**config.mk**
```make
export PLATFORM = sky130hd
export DESIGN_NAME = led_sequencer
export DESIGN_NICKNAME = d
export VERILOG_FILES = /design/src/rtl/led_sequencer.sv
export SDC_FILE = /design/constraint.sdc
export NUM_CORES = 1
export LEC_CHECK = 0
export CORE_MARGIN = 2
export CORE_UTILIZATION = 33
export CTS_CLUSTER_SIZE = 25
export DETAILED_ROUTE_END_ITERATION = 7
export GPL_ROUTABILITY_DRIVEN = 0
export MAX_ROUTING_LAYER = met4
export PLACE_DENSITY = 0.48
export SYNTH_ARGS = -nofsm -noshare
export SYNTH_HDL_FRONTEND = slang
export SYNTH_SLANG_ARGS = --single-unit
```
**constraint.sdc**
```tcl
create_clock -name clk -period 3.3 [get_ports clk]
set_clock_uncertainty 0.2 [all_clocks]
set_input_delay 0.66 -clock clk [delete_from_list [all_inputs] [get_ports clk]]
set_output_delay 0.66 -clock clk [all_outputs]
set_load 0.005 [all_outputs]
```
**src/rtl/led_sequencer.sv**
```systemverilog
// LED sequencer: lights one game LED (or flashes all four) for a speed-dependent
// on-time, blanks for a fixed gap, and pulses show_done when the request is finished.
// Optional build macro: LED_ACTIVE_LOW_EN inverts all four LED outputs (lit = 0).
module led_sequencer #(
  parameter int unsigned COLOR_CODEFY_W = 2,
  parameter int unsigned ON_FAST_CYCLES = 12_500_000,
  parameter int unsigned ON_SLOW_CYCLES = 25_000_000,
  parameter int unsigned GAP_CYCLES     = 5_000_000,
  parameter int unsigned FLASH_COUNT    = 3
) (
  input  logic                      clk,
  input  logic                      rst_n,
  input  logic                      speed,
  input  logic                      show_valid,
  input  logic [COLOR_CODEFY_W-1:0] show_color,
  input  logic                      show_all,
  output logic                      show_ready,
  output logic                      show_done,
  output logic                      led_green,
  output logic                      led_red,
  output logic                      led_blue,
  output logic                      led_yellow
);

  localparam int unsigned LED_W   = 4;
  localparam int unsigned MAX_ON  = (ON_SLOW_CYCLES > ON_FAST_CYCLES) ? ON_SLOW_CYCLES : ON_FAST_CYCLES;
  localparam int unsigned MAX_CYC = (MAX_ON > GAP_CYCLES) ? MAX_ON : GAP_CYCLES;
  localparam int unsigned TIMER_W = $clog2(MAX_CYC + 1);
  localparam int unsigned FLASH_W = $clog2(FLASH_COUNT + 1);

  // LED register holds physical pin levels, so the polarity lives in one constant.
`ifdef LED_ACTIVE_LOW_EN
  localparam logic [LED_W-1:0] LED_OFF = '1;
`else
  localparam logic [LED_W-1:0] LED_OFF = '0;
`endif

  typedef enum logic [1:0] {
    S_IDLE = 2'd0,
    S_ON   = 2'd1,
    S_GAP  = 2'd2
  } state_e;

  state_e                    state_q, state_d;
  logic [TIMER_W-1:0]        timer_q, timer_d;
  logic [FLASH_W-1:0]        flash_q, flash_d;
  logic [COLOR_CODEFY_W-1:0] color_q, color_d;
  logic                      all_q, all_d;
  logic                      fast_q, fast_d;
  logic [LED_W-1:0]          led_q, led_d;
  logic                      ready_q, ready_d;
  logic                      done_q, done_d;

  // Timer reload value for the on-phase at the given speed.
  function automatic logic [TIMER_W-1:0] on_load(input logic fast);
    return fast ? TIMER_W'(ON_FAST_CYCLES - 1) : TIMER_W'(ON_SLOW_CYCLES - 1);
  endfunction

  // Physical LED levels for the lit phase: {yellow, blue, red, green}.
  function automatic logic [LED_W-1:0] lit_leds(input logic all,
                                                input logic [COLOR_CODEFY_W-1:0] color);
    logic [LED_W-1:0] act;
    act = '0;
    if (all) begin
      act = '1;
    end else begin
      case (color)
        COLOR_CODEFY_W'(0): act = 4'b0001;
        COLOR_CODEFY_W'(1): act = 4'b0010;
        COLOR_CODEFY_W'(2): act = 4'b0100;
        COLOR_CODEFY_W'(3): act = 4'b1000;
        default:            act = '0;
      endcase
    end
    return act ^ LED_OFF;
  endfunction

  // State and output registers.
  always_ff @(posedge clk or negedge rst_n) begin
    if (!rst_n) begin
      state_q <= S_IDLE;
      timer_q <= '0;
      flash_q <= '0;
      color_q <= '0;
      all_q   <= 1'b0;
      fast_q  <= 1'b0;
      led_q   <= LED_OFF;
      ready_q <= 1'b1;
      done_q  <= 1'b0;
    end else begin
      state_q <= state_d;
      timer_q <= timer_d;
      flash_q <= flash_d;
      color_q <= color_d;
      all_q   <= all_d;
      fast_q  <= fast_d;
      led_q   <= led_d;
      ready_q <= ready_d;
      done_q  <= done_d;
    end
  end

  // Next-state and next-output logic.
  always_comb begin
    state_d = state_q;
    timer_d = timer_q;
    flash_d = flash_q;
    color_d = color_q;
    all_d   = all_q;
    fast_d  = fast_q;
    led_d   = led_q;
    ready_d = 1'b0;
    done_d  = 1'b0;

    case (state_q)
      S_IDLE: begin
        ready_d = 1'b1;
        led_d   = LED_OFF;
        if (show_valid && ready_q) begin
          color_d = show_color;
          all_d   = show_all;
          fast_d  = speed;
          timer_d = on_load(speed);
          flash_d = '0;
          led_d   = lit_leds(show_all, show_color);
          ready_d = 1'b0;
          state_d = S_ON;
        end
      end
      S_ON: begin
        if (timer_q == '0) begin
          led_d   = LED_OFF;
          timer_d = TIMER_W'(GAP_CYCLES - 1);
          state_d = S_GAP;
        end else begin
          timer_d = timer_q - TIMER_W'(1);
        end
      end
      S_GAP: begin
        led_d = LED_OFF;
        if (timer_q == '0) begin
          if (!all_q || flash_q == FLASH_W'(FLASH_COUNT - 1)) begin
            done_d  = 1'b1;
            ready_d = 1'b1;
            state_d = S_IDLE;
          end else begin
            flash_d = flash_q + FLASH_W'(1);
            timer_d = on_load(fast_q);
            led_d   = lit_leds(all_q, color_q);
            state_d = S_ON;
          end
        end else begin
          timer_d = timer_q - TIMER_W'(1);
        end
      end
      default: begin
        led_d   = LED_OFF;
        state_d = S_IDLE;
      end
    endcase
  end

  assign show_ready = ready_q;
  assign show_done  = done_q;
  assign led_green  = led_q[0];
  assign led_red    = led_q[1];
  assign led_blue   = led_q[2];
  assign led_yellow = led_q[3];

endmodule

```
# == After elaboration in Yosys (flattened, before gate mapping) ==
# Cells that the tools add are included.
# totals
regBits,39
inputBits,7
output_inout_bits,6
elab_cells,68
# classes
addsub,2
n_eq_ne,14
n_mux,30
reduce_logical,13
# ops
operator,n
$mux 25,6
$pmux 25 s3,1
$pmux 4 s4,2
$logic_not 25->1,1
$sub 25x1->25 const B,1
$mux 4,6
$eq 2x2->1 const B,6
$mux 2,6
$pmux 4 s3,1
$ne 2x2->1 const B,4
$eq 2x1->1 const B,3
$logic_not 2->1,3
$pmux 2 s3,1
$reduce_and 3->1,2
$mux 1,5
$pmux 2 s2,1
$reduce_and 4->1,1
$ne 3x3->1 const B,1
$reduce_bool 3->1,1
$add 2x1->2 const B,1
$pmux 1 s2,1
$reduce_and 2->1,1
$reduce_bool 2->1,1
$logic_and 1x1->1,1
other kinds (2),2

# == Logic depth before layout (Yosys ltp) ==
# Gate-level depths: netlist of run 1.
# depth
depth_word,6
mapped_depth,8

# == Worst setup path after synthesis of run 1 ==
# Ideal clock, no wire load.
# synth_timing
kind,register -> register
from,reg timer_q[0]
to,reg timer_q[16]
setup_ns,0.121
arrival_ns,2.189
setup_slack_ns,0.790
path_stages_with_launch,8
path_buffers,0
synth_period_minus_slack_ns,2.510
cell_sequence,dfrtp_1 -> inv_1 -> ha_1 -> or3b_2 -> or3_1 -> nor2_1 -> a2111oi_0 -> o22a_1
# synth_via
elab_chain_cells,3
# synth_rtl
item,line,rtl
start: declaration,45,"logic [TIMER_W-1:0] timer_q, timer_d;"
start signal: assignment,92,timer_q <= timer_d;
$sub 25x1->25 or $logic_not 25->1 (tied branches),--,
"$mux 25, or another cell as far along",141,if (timer_q == '0) begin
$pmux 25 s3 or $reduce_and 3->1 (tied branches),--,
# Several ways; a longest one is shown, not always the timed one.
# A chain may end at the register's enable or synchronous reset.

# == Worst setup path after layout of run 1 ==
# Same ends and word-level chain as after synthesis.

==> flow_summary.json, run 1 <==
{
  "rr_endpoint": "timer_q[16]",
  "setup_slack_ns": 0.464,
  "finish.net_count": 302,
  "fp.dieH_um": 88.3,
  "global_router_s_overall_resource_usage_pct": 18.7,
  "drc": 0,
  "placementRows": 30,
  "io_buffer_count": 12,
  "setup.worst_path.class": "reg -> reg",
  "wl_per_cell_um": 17.1,
  "io-pin-count": 13,
  "power_switching_uw": 181,
  "grt_pass1_wl_um": 10800,
  "synth_enable_flop_cells": 0,
  "worstRegToRegCells": 7,
  "number_of_global_route_vias_before_repair": 2023,
  "final_min_period_over_clock_period_pct": 85.9,
  "power_density_mw_per_mm2": 294,
  "report.final.slew_viol_count": 0,
  "cellInternalPower_uw": 605,
  "proportion_of_register_bits_with_asynchronous_set_or_reset_after_synthesis_pct": 100,
  "setup_total_negative_slack_ns": 0,
  "swShare_pct": 23.0,
  "detailedRoute.firstIterationViolations": 186,
  "synth_sequential_area_ratio_pct": 39.5,
  "stdcell_area_mm2": 0.00268,
  "timing.critical_path.from_type": "register",
  "route.final.wire_length_um": 6590,
  "worst-slew-pin-transition_ns": 0.863,
  "cts-htree-levels": 2,
  "finalHoldViolations": 0,
  "placedCellCount": 377,
  "area_overhead_of_the_layout_relative_to_synthesis_pct": 14.0,
  "timing.critical_path.required_ns": 3.29,
  "final-instance-count-excl-fill": 385,
  "cp.arrival_ns": 2.82,
  "cts_repair_resize_count": 0,
  "route.vias.total": 2157,
  "ys.warnings.count": 0,
  "initial_antenna_violation_count": 0,
  "crit_path_max_fanout": 8,
  "tritoncts_num_sinks": 37,
  "power.share.sequential_pct": 57.6,
  "finalWorstPathRequiredPeriod_ns": 2.84,
  "clock_insertion_delay_worst_skew_ns": 0.30,
  "post_cts_buffers": 0,
  "fraction_of_layout_instances_using_a_drive_strength_above_1_pct": 9.69,
  "floorplan.die_area_mm2": 0.00780,
  "hpwlAfterDp_um": 4710,
  "layout.cells.most_common": "dfrtp_1",
  "timing.rr.start": "timer_q[0]",
  "layout.cells.most_common_list": "dfrtp_1, a21oi_1, nand2_1, nor2_1, o21ai_0",
  "fill_cells": 732,
  "die_width_um": 88.3,
  "number_of_instances_in_the_synthesized_netlist": 272,
  "holdCritPathClass": "in -> async",
  "cts.reportedPaths.clkPinSlew_ns": 0.08,
  "post-place-ws_ns": 0.340,
  "root_buffer": "clkbuf_8",
  "drt-vias-per-instance": 5.60,
  "post_synth_num_cell_types": 50,
  "fp.coreArea_mm2": 0.00683,
  "p_clk_share_pct": 40.1,
  "global_route.overflow_total": 0,
  "cts_inserted_buffers": 5,
  "holdBufCountCts": 0,
  "floorplan.initialDensity_pct": 34.4,
  "synthesis.nets": 286,
  "drtAntennaViolNets": 0,
  "peakVddDrop_v": 0.000130,
  "most_common_flop_cell_mapped_by_yosys": "dfrtp_1",
  "firstDrtPassIters": 5,
  "max_cap_violations": 0,
  "outcome": "complete, no violations",
  "antenna_cells": 0,
  "finish.utilization_pct": 39.2,
  "post_synth.cell_area_avg_um2": 8.63,
  "cell_leakage_power_uw": 0.00114,
  "r2r_setup_slack_ns": 0.46,
  "dpl-instance-area_mm2": 0.00259,
  "synthesized_area_mm2": 0.00235,
  "max_slew_margin_vs_limit_pct": 42.5,
  "report.final.setup_viol": 0,
  "unrepaired_setup_endpoints_after_global_routing": "no",
  "fmax_mhz": 353,
  "largest_net_degree_at_the_start_of_global_routing": 38,
  "tritoncts": "done",
  "synth-seq-cells": 37,
  "clk_path_buf_depth": 2,
  "share_comb_of_total_power_pct": 2.3,
  "critPathCaptureType": "register"
}
==> synth_stat cells, types with 3 or more instances <==
cell	count	area, um2
nor2_1	19	71.3
nor2b_1	4	25.0
a22o_1	3	26.3
and4b_1	3	30.0
a31oi_1	9	56.3
nor4_1	5	31.3
dfrtp_1	36	901
nor3_1	10	50.1
buf_2	4	20.0
a21oi_1	30	150
or3_1	6	37.5
a21o_1	3	22.5
nand3_1	12	60.1
or4_4	3	33.8
clkbuf_1	7	26.3
inv_1	7	26.3
o31ai_1	4	30.0
nand2_1	26	97.6
ha_1	7	87.6
and3_1	6	37.5
nand4_1	3	18.8
o21ai_0	18	90.1
o22a_1	11	96.3
o21a_1	6	45.0
==> per-stage QoR <==
stage	total power, uW	hold slack [ns]
2_1_floorplan	462	0.164
3_3_place_gp	481	0.292
3_5_place_dp	481	0.286
4_1_cts	803	0.303
5_1_grt	825	0.334
6_report	786	0.271
==> registers in the layout (all words and copies together) (netlist names) <==
signal	count
show_ready	1
show_done	1
led_q	4
fast_q	1
flash_q	2
all_q	1
timer_q	25
state_q	2
==> metal layers <==
| layer | vias up | part of all wire [%] | GRT usage, % |
|---|---|---|---|
| li1 | 1058 | - | - |
| met1 | 1045 | 53 | 28.1 |
| met2 | 43 | 41 | 25.5 |
| met3 | 11 | 3.6 | 2.99 |
| met4 | 0 | 1.8 | 5.65 |
| met5 | - | 0 | - |
==> logic make-up after synthesis <==
family / count (synthesis) / share of synthesized area, %
compound gates: 99 / 27.3
simple gates: 107 / 24.6
buf+inv: 19 / 3.57
xor+xnor: 1 / 0.373
flops: 37 / 39.5
fa+ha+maj: 7 / 3.73
mux: 2 / 0.906
==> worst max-delay path by stage <==
stage               start     endpoint  cells past startpoint
2_1_floorplan  timer_q[0]  timer_q[16]                      7
3_3_place_gp   show_valid  timer_q[23]                      7
3_5_place_dp   show_valid  timer_q[23]                      7
4_1_cts        timer_q[0]  timer_q[16]                      7
5_1_grt        timer_q[1]  timer_q[16]                      7
6_report       timer_q[0]  timer_q[16]                      7
==> worst max-delay path: stages, from the launching register on <==
cell	delay (ns)
dfrtp_1	0.41
inv_1	0.13
ha_1	0.22
or3b_2	0.52
or3_1	0.41
nor2_1	0.41
a2111oi_0	0.19
o22a_1	0.23
==> final cells by class <==
| cell class | count | area (um2) | area share, % |
|---|---|---|---|
| flip-flops and latches | 37 | 927 | 34.7 |
| clock buffers | 6 | 72.6 | 2.71 |
| inverters | 7 | 26.3 | 0.982 |
| well taps | 96 | 120 | 4.49 |
| multi-input cells | 216 | 1340 | 50.0 |
| clock inverters | 2 | 10.0 | 0.374 |
| repair buffers | 21 | 183 | 6.83 |
==> power by group through the flow <==
stage / Combinational, uW / Clock [uW] / Sequential (uW)
after floorplan: 0.254 / 0 / 462
after global placement: 19.0 / 0 / 462
after detailed placement: 19.1 / 0 / 462
after CTS: 19.2 / 331 / 453
after global routing: 20.8 / 352 / 453
final: 18.0 / 315 / 453
(Power assumes the default switching activity.)
==> run 2: changes to the inputs <==
--- a/config.mk
+++ b/config.mk
@@ -5,8 +5,10 @@
 export SDC_FILE = /design/constraint.sdc
 export NUM_CORES = 1
 export LEC_CHECK = 0
+export ABC_CLOCK_PERIOD_IN_PS = 3300
 export CORE_MARGIN = 2
 export CORE_UTILIZATION = 33
+export CTS_CLUSTER_DIAMETER = 40
 export CTS_CLUSTER_SIZE = 25
 export DETAILED_ROUTE_END_ITERATION = 7
 export GPL_ROUTABILITY_DRIVEN = 0
==> results of run 2 <==
Same layout as run 1: the final DEF is identical, and so are final timing and power.
==> run 3: changes to the inputs <==
--- a/config.mk
+++ b/config.mk
@@ -5,13 +5,13 @@
 export SDC_FILE = /design/constraint.sdc
 export NUM_CORES = 1
 export LEC_CHECK = 0
-export ABC_CLOCK_PERIOD_IN_PS = 3300
+export ABC_CLOCK_PERIOD_IN_PS = 3700
 export CORE_MARGIN = 2
 export CORE_UTILIZATION = 33
 export CTS_CLUSTER_DIAMETER = 40
 export CTS_CLUSTER_SIZE = 25
 export DETAILED_ROUTE_END_ITERATION = 7
-export GPL_ROUTABILITY_DRIVEN = 0
+export GPL_ROUTABILITY_DRIVEN = 1
 export MAX_ROUTING_LAYER = met4
 export PLACE_DENSITY = 0.48
 export SYNTH_ARGS = -nofsm -noshare
==> constraint.sdc (replaced) <==
create_clock -name clk -period 3.7 [get_ports clk]
set_clock_uncertainty 0.2 [all_clocks]
set_input_delay 0.74 -clock clk [delete_from_list [all_inputs] [get_ports clk]]
set_output_delay 0.74 -clock clk [all_outputs]
set_load 0.005 [all_outputs]
==> flow_summary.json, run 3 (same netlist as run 1, synthesis figures left out) <==
{
  "fp.coreArea_mm2": 0.00683,
  "finalHoldViolations": 0,
  "firstDrtPassIters": 5,
  "drt-vias-per-instance": 5.57,
  "report.final.slew_viol_count": 0,
  "route.final.wire_length_um": 6530,
  "grt_pass1_wl_um": 10700,
  "io-pin-count": 13,
  "placedCellCount": 374,
  "cpMaxStageDelayCell": "or3b_2",
  "max_slew_margin_vs_limit_pct": 42.7,
  "cell_leakage_power_uw": 0.00113,
  "global_router_s_overall_resource_usage_pct": 18.5,
  "placementRows": 30,
  "post_cts_buffers": 0,
  "tritoncts": "done",
  "timing.critical_path.slowest_cell_delay_ns": 0.51,
  "fmax_mhz": 353,
  "max_cap_violations": 0,
  "leading_registers_by_flop_count": "timer_q x25, led_q x4",
  "largest_reg_flops": 25,
  "hold_path_startpoint": "all_q",
  "detailedRoute.firstIterationViolations": 127,
  "largest_register": "timer_q",
  "cts-htree-levels": 2,
  "timing.critical_path.required_ns": 3.69,
  "worst-slew-pin-transition_ns": 0.860,
  "rr_endpoint": "timer_q[16]",
  "wl_per_cell_um": 17.1,
  "fill_cells": 721,
  "holdBufCountCts": 0,
  "route.vias.total": 2128,
  "initial_antenna_violation_count": 0,
  "cts_inserted_buffers": 5,
  "drc": 0,
  "layout.cells.most_common_list": "dfrtp_1, a21oi_1, nand2_1, nor2_1, o21ai_0",
  "crit_path_max_fanout": 8,
  "finish.net_count": 299,
  "layout.cells.most_common": "dfrtp_1",
  "setup_total_negative_slack_ns": 0,
  "r2r_setup_slack_ns": 0.86,
  "final-instance-count-excl-fill": 382,
  "floorplan.initialDensity_pct": 34.4,
  "worstPathCellList": "inv_1, ha_1, or3b_2, or3_1, nor2_1, a2111oi_0, o22a_1",
  "drtAntennaViolNets": 0,
  "floorplan.die_area_mm2": 0.00780,
  "global_route.overflow_total": 0,
  "peakVddDrop_v": 0.000165,
  "clock_insertion_delay_worst_skew_ns": 0.30,
  "tritoncts_num_sinks": 37,
  "largest_net_degree_at_the_start_of_global_routing": 38,
  "routabilityCongestion": 0.816,
  "seqCellArea_um2": 927,
  "fp.dieH_um": 88.3,
  "final_min_period_over_clock_period_pct": 76.6,
  "cts.reportedPaths.clkPinSlew_ns": 0.08,
  "die_width_um": 88.3,
  "hold_path_depth": 1,
  "cp.arrival_ns": 2.83,
  "critPathCaptureType": "register",
  "hold_end": "all_q",
  "fraction_of_layout_instances_using_a_drive_strength_above_1_pct": 8.74,
  "cts_repair_resize_count": 0,
  "setup.worst_path.class": "reg -> reg",
  "timing.critical_path.from_type": "register",
  "io_buffer_count": 12,
  "number_of_global_route_vias_before_repair": 1993,
  "multi_input_comb_area_mm2": 0.00134,
  "timing.rr.start": "timer_q[0]",
  "report.final.setup_viol": 0,
  "totalPowerFinal_uw": 704,
  "root_buffer": "clkbuf_8",
  "worstRegToRegCells": 7,
  "antenna_cells": 0,
  "outcome": "complete, no violations",
  "unrepaired_setup_endpoints_after_global_routing": "no",
  "holdCritPathClass": "reg -> reg",
  "area_overhead_of_the_layout_relative_to_synthesis_pct": 13.0,
  "clk_path_buf_depth": 2,
  "hpwlAfterDp_um": 4570,
  "power_density_mw_per_mm2": 265,
  "finalWorstPathRequiredPeriod_ns": 2.84
}
[run 3: cell count changes in the layout (fill, tap and decap cells not counted), sizes merged]
cell	delta
buf	-3
[run 3: layer usage]
| metal | part of all wire (%) | wire, um | up-vias | track usage (%) |
|---|---|---|---|---|
| li1 | - | - | 1052 | - |
| met1 | 52 | 3410 | 1021 | 27.3 |
| met2 | 43 | 2800 | 46 | 25.8 |
| met3 | 3.4 | 224 | 9 | 3.08 |
| met4 | 1.5 | 97 | 0 | 5.79 |
| met5 | 0 | 0 | - | - |
[run 3: stage by stage]
stage	setup slack [ns]	util, %	cell area [um2]	hold slack [ns]
2_1_floorplan	1.19	-	2350	0.244
3_5_place_dp	0.726	37.6	2570	0.292
4_1_cts	0.877	38.8	2650	0.313
3_3_place_gp	0.752	37.6	2570	0.297
6_report	0.865	38.8	2650	0.306
5_1_grt	0.666	38.8	2650	0.332
[run 3: final cells by class]
class	instances	area share [%]
Sequential cell	37	35.0
Multi-Input combinational cell	216	50.4
Tap cell	96	4.53
Inverter	7	0.991
Clock buffer	6	2.74
Clock inverter	2	0.377
Timing Repair Buffer	18	6.04
[run 3: worst max-delay path: cells and delay by family, from the launching register on]
family	cells	cell delay, ns
AOI/OAI and AO/OA	2	0.44
adders and majority gates	1	0.21
DFF	1	0.41
buffers and inverters	1	0.13
and+or+nand+nor	3	1.33
[run 3: how the worst max path moves through the flow]
stage	start	end	slack [ns]	cells after the start
finish	timer_q[0]	timer_q[16]	0.86	7
global route	timer_q[0]	timer_q[16]	0.67	7
CTS	timer_q[0]	timer_q[16]	0.88	7
detailed placement	show_valid	timer_q[16]	0.73	7
global placement	show_valid	timer_q[16]	0.75	7
floorplan	timer_q[0]	timer_q[16]	1.19	7
[run 3: report_power, final]
part,leakage [uW],internal [uW],switching [uW]
Clock,0.0000450,131,153
Sequential,0.000457,404,0
Combinational,0.000627,5.25,10.5
